==> config.mk <==
export PLATFORM = sky130hd
export DESIGN_NAME = instr_encoder
export DESIGN_NICKNAME = d
export VERILOG_FILES = /design/src/rtl/instr_encoder.sv
export SDC_FILE = /design/constraint.sdc
export NUM_CORES = 1
export LEC_CHECK = 0
export ABC_AREA = 1
export BUFFER_PORTS_ARGS = -buffer_cell sky130_fd_sc_hd__buf_2
export CAP_MARGIN = 10
export CELL_PAD_IN_SITES_DETAIL_PLACEMENT = 1
export CELL_PAD_IN_SITES_GLOBAL_PLACEMENT = 1
export CORE_UTILIZATION = 34
export DETAILED_ROUTE_END_ITERATION = 6
export HOLD_SLACK_MARGIN = 0.06
export PLACE_DENSITY = 0.84
export SLEW_MARGIN = 10
export SYNTH_ARGS = -nofsm -noshare
export SYNTH_HDL_FRONTEND = slang
export SYNTH_SLANG_ARGS = --single-unit
==> constraint.sdc <==
create_clock -name clk -period 1.7 [get_ports clk]
set_input_delay 0.085 -clock clk [delete_from_list [all_inputs] [get_ports clk]]
set_output_delay 0.085 -clock clk [all_outputs]
set_load 0.005 [all_outputs]
==> src/rtl/instr_encoder.sv <==
// instr_encoder: single-entry encoder for RV32 ADDI/LW/SW/BRANCH instruction words.
// Each encoded word is paired with a word-aligned instruction-memory address.
// Requests whose immediate is out of range are accepted and dropped,
// and counted in a saturating error counter.
module instr_encoder (
  input  logic        clk,
  input  logic        reset_n,
  input  logic        req_valid,
  output logic        req_ready,
  input  logic [1:0]  req_kind,
  input  logic [4:0]  rd,
  input  logic [4:0]  rs1,
  input  logic [4:0]  rs2,
  input  logic [2:0]  funct3,
  input  logic [31:0] imm,
  output logic        out_valid,
  input  logic        out_ready,
  output logic [31:0] out_instr,
  output logic [31:0] out_addr,
  input  logic        addr_load,
  input  logic [31:0] addr_base,
  output logic [7:0]  err_cnt
);

  typedef enum logic [1:0] {
    K_ADDI   = 2'd0,
    K_LW     = 2'd1,
    K_SW     = 2'd2,
    K_BRANCH = 2'd3
  } kind_e;

  localparam logic [6:0] OP_ADDI   = 7'b0010011;
  localparam logic [6:0] OP_LW     = 7'b0000011;
  localparam logic [6:0] OP_SW     = 7'b0100011;
  localparam logic [6:0] OP_BRANCH = 7'b1100011;

  logic [31:0] addr_cnt;
  logic [31:0] enc;
  logic        imm_ok;
  logic        accept;
  logic        consume;
  logic        ok_is;
  logic        ok_b;

  assign req_ready = !out_valid || out_ready;
  assign accept    = req_valid && req_ready;
  assign consume   = out_valid && out_ready;
  assign out_addr  = addr_cnt;

  // Sign-extension checks: the bits above the encodable field must all match.
  assign ok_is = (&imm[31:11]) || !(|imm[31:11]);
  assign ok_b  = ((&imm[31:12]) || !(|imm[31:12])) && !imm[0];

  // Encode the request format and pick the range rule that matches its kind.
  always_comb begin
    enc    = 32'd0;
    imm_ok = 1'b0;
    case (kind_e'(req_kind))
      K_ADDI: begin
        enc    = {imm[11:0], rs1, funct3, rd, OP_ADDI};
        imm_ok = ok_is;
      end
      K_LW: begin
        enc    = {imm[11:0], rs1, funct3, rd, OP_LW};
        imm_ok = ok_is;
      end
      K_SW: begin
        enc    = {imm[11:5], rs2, rs1, funct3, imm[4:0], OP_SW};
        imm_ok = ok_is;
      end
      K_BRANCH: begin
        enc    = {imm[12], imm[10:5], rs2, rs1, funct3, imm[4:1], imm[11], OP_BRANCH};
        imm_ok = ok_b;
      end
      default: begin
        enc    = 32'd0;
        imm_ok = 1'b0;
      end
    endcase
  end

  // Output register: load on a good accept, drop on consume, hold while stalled.
  always_ff @(posedge clk or negedge reset_n) begin
    if (!reset_n) begin
      out_valid <= 1'b0;
      out_instr <= 32'd0;
    end else if (accept && imm_ok) begin
      out_valid <= 1'b1;
      out_instr <= enc;
    end else if (consume) begin
      out_valid <= 1'b0;
    end
  end

  // Address counter: an explicit load takes priority over the post-handshake advance.
  always_ff @(posedge clk or negedge reset_n) begin
    if (!reset_n)
      addr_cnt <= 32'd0;
    else if (addr_load)
      addr_cnt <= addr_base & 32'hFFFF_FFFC;
    else if (consume)
      addr_cnt <= addr_cnt + 32'd4;
  end

  // Rejected-request counter, saturating at 255.
  always_ff @(posedge clk or negedge reset_n) begin
    if (!reset_n)
      err_cnt <= 8'd0;
    else if (accept && !imm_ok && err_cnt != 8'hFF)
      err_cnt <= err_cnt + 8'd1;
  end

endmodule

==> results.yml <==
logic_synthesis:
  yosysTopAreaCellShare_pct: 40.6
  syn_inst: 583
  synth_area_per_cell_um2: 7.18
  synth.area.top_cells: "dfrtp_1 41%, nand2_1 18%, nand3_1 6.5%"
  yosysSeqAreaShare_pct: 40.6
  yosysTopAreaCell: "dfrtp_1"
  syn_area_um2: 4190
  ys_seq_elements: 68
  ys_types: 36
  yosysWarnings: 0
global_routing:
  grtUsageTotal_pct: 25.6
  grt_start_max_net_pins: 39
  grt_pass1_wl_mm: 25.3
  overflow: 0
  antenna_found_initial: 0
  grt_pass1_vias: 5258
clocking:
  numCtsBuffers: 9
  clk_pin_slew_ns: 0.06
  ctsLongestPathBuffers: 2
  htreeDepth: 3
  numClockSinks: 68
  insertion_delay_ns: 0.34
  cts-root-buf: "clkbuf_16"
  cts_tree: "built"
critical_path:
  required_ns: 1.91
  crit_arrival_ns: 1.81
  start_kind: "register"
  cp_max_fo: 4
  path_class: "reg2reg"
  end_kind: "register"
sta:
  hold_slack_ns: 0.0729
  rsz0062_at_grt: "true"
  slew_violations: 0
  period_needed_ns: 1.60
  tightest_slew_ns: 0.516
  fmax_ghz: 0.625
  final.setup.tns_ns: 0
  skew_ns: 0.00923
  period_share_pct: 94.1
  relSlewSlack_pct: 65.6
  setup_viol: 0
  finalHoldViolations: 0
cells_and_area:
  drive_gt1_share_pct: 30.9
  n_fill_cell: 1572
  syn_to_final_growth_pct: 46.7
  antenna_cells: 0
  nets: 900
routing:
  detail-route-antenna-nets: 0
  firstDrtPassIters: 4
  drt-total-wl_mm: 15.8
  num_vias: 4814
  routed_via_density: 5.01
  drt_iter0_drc: 167
  drc: 0
  avgRoutedWirePerCell_um: 16.4
floorplanning:
  core_um2: 12000
  pin_count: 163
  die_h_um: 113
  initial_utilization_pct: 34.9
  die-area_um2: 12800
  chipWidth_um: 113
  row_count: 40
run:
  drv_cap: 0
run_status:
  status: "finished clean"
place:
  routabilityCongestion: 0.900
  numPortBuffers: 156
  dp_hpwl_mm: 11.3
power:
  power_mw: 4.82
  p_leak_nw: 3.18
  powerDensity_nw_per_um2: 785
  ir_worst_vdd_uv: 516
min_path:
  min_path_type: "in2reg"
## repair_timing
item                       CTS  global route
setup buffers                1             5
setup endpoints to repair    8            28
pin swaps                    1             3
gates resized for setup      0            30
hold buffers                48             0
hold endpoints to repair    62             0
## logic make-up (layout without fill, tap and decap cells)
group,Yosys count,count (layout),share of synthesized area (%)
other cells,1,4,0.0896
mux,9,9,2.18
fa+ha+maj,2,2,0.598
simple gates,363,363,36.6
flops,68,68,40.6
compound gates,51,51,8.13
buf+inv,68,295,7.38
xor+xnor,21,21,4.39
## cell usage after synthesis (all sizes together)
cell,count
nor2,74
o221ai,1
buf,12
a31oi,1
ha,2
o21ai,30
o22ai,3
inv,46
mux2,1
nor3,10
xnor2,4
clkbuf,9
a21oi,5
clkinv,1
and2,1
nand4,12
mux2i,8
dfrtp,68
conb,1
nand3b,2
xor2,17
nand2,209
nand3,55
o21bai,1
o211ai,10
## final timing paths
kind,start,endpoint,slack (ns),depth (start not counted)
setup / recovery,out_addr[12]$_DFFE_PN0N_,out_addr[19]$_DFFE_PN0N_,0.1,9
hold / removal,rd[3],out_instr[10]$_DFFE_PN0P_,0.07,3
setup reg to reg,out_addr[12]$_DFFE_PN0N_,out_addr[19]$_DFFE_PN0N_,0.1,9
hold reg to reg,out_instr[30]$_DFFE_PN0P_,out_instr[30]$_DFFE_PN0P_,0.48,2
max in group asynchronous,reset_n,err_cnt[0]$_DFFE_PN0P_,0.90,3
min in group asynchronous,reset_n,out_addr[16]$_DFFE_PN0N_,0.25,2
## metrics by stage
stage	utilization [%]	std cells	worst slack [ns]	cell area, µm²
5_1_grt	51.1	960	-0.0443	6140
3_3_place_gp	43.6	891	0.0839	5240
6_report	51.1	960	0.0997	6140
2_1_floorplan	-	586	0.141	4200
4_1_cts	50.1	955	0.000959	6020
3_5_place_dp	43.6	891	0.00745	5240
## report_power, final
| group | internal (mW) | leakage, nW | total, mW | switching, mW |
|---|---|---|---|---|
| clock | 1.17 | 0.138 | 1.91 | 0.743 |
| combinational | 0.451 | 2.17 | 0.977 | 0.526 |
| sequential | 1.75 | 0.872 | 1.94 | 0.190 |
## final cells by class
type	instances	area, µm²	area share, %
Multi-Input combinational cell	450	2260	36.8
Sequential cell	68	1710	27.9
Tap cell	147	184	3.00
Clock inverter	4	50.0	0.815
Clock buffer	11	243	3.95
Inverter	47	176	2.87
Timing Repair Buffer	233	1520	24.7
## state kept, by name (all words and copies together), names as in the netlist
| signal | cells |
|---|---|
| out_addr | 30 |
| out_instr | 29 |
| err_cnt | 8 |
| out_valid | 1 |
## metal layers
metal / track usage (%) / part of all wire [%]
met1: 28.6 / 40
met5: 0 / 0
met2: 47.4 / 52
met3: 5.84 / 5.6
met4: 9.56 / 2.0
## worst max-delay path, stage by stage (launching register included)
cell	delay (ns)
dfrtp_1	0.43
nand2_1	0.13
nor2_2	0.19
inv_1	0.07
nor2_2	0.13
nand2_1	0.14
inv_2	0.12
nand4_1	0.08
nand3_1	0.10
o211ai_1	0.09
## cell usage in the layout (no fill, tap or decap), types with 2 or more instances in the layout
cell type and instances:
ha_1 2, nand2_1 204, buf_12 3, conb_1 4, nor2_2 8, nor2_1 63
nand2_2 3, o22ai_1 3, buf_4 26, o21ai_2 13, dfrtp_2 9, clkinvlp_4 2
o21ai_1 5, mux2i_1 8, nor3_1 4, nor3_2 3, buf_2 156, o21ai_0 12
inv_1 40, xor2_1 17, dlygate4sd3_1 48, dfrtp_1 59, a21oi_1 5, nor2_4 3
inv_2 6, xnor2_1 4, nor3_4 3, nand3b_1 2, nand4_1 12, nand2_4 2
clkbuf_16 9, o211ai_1 10, nand3_1 54
Power figures use the tool's default switching activity.
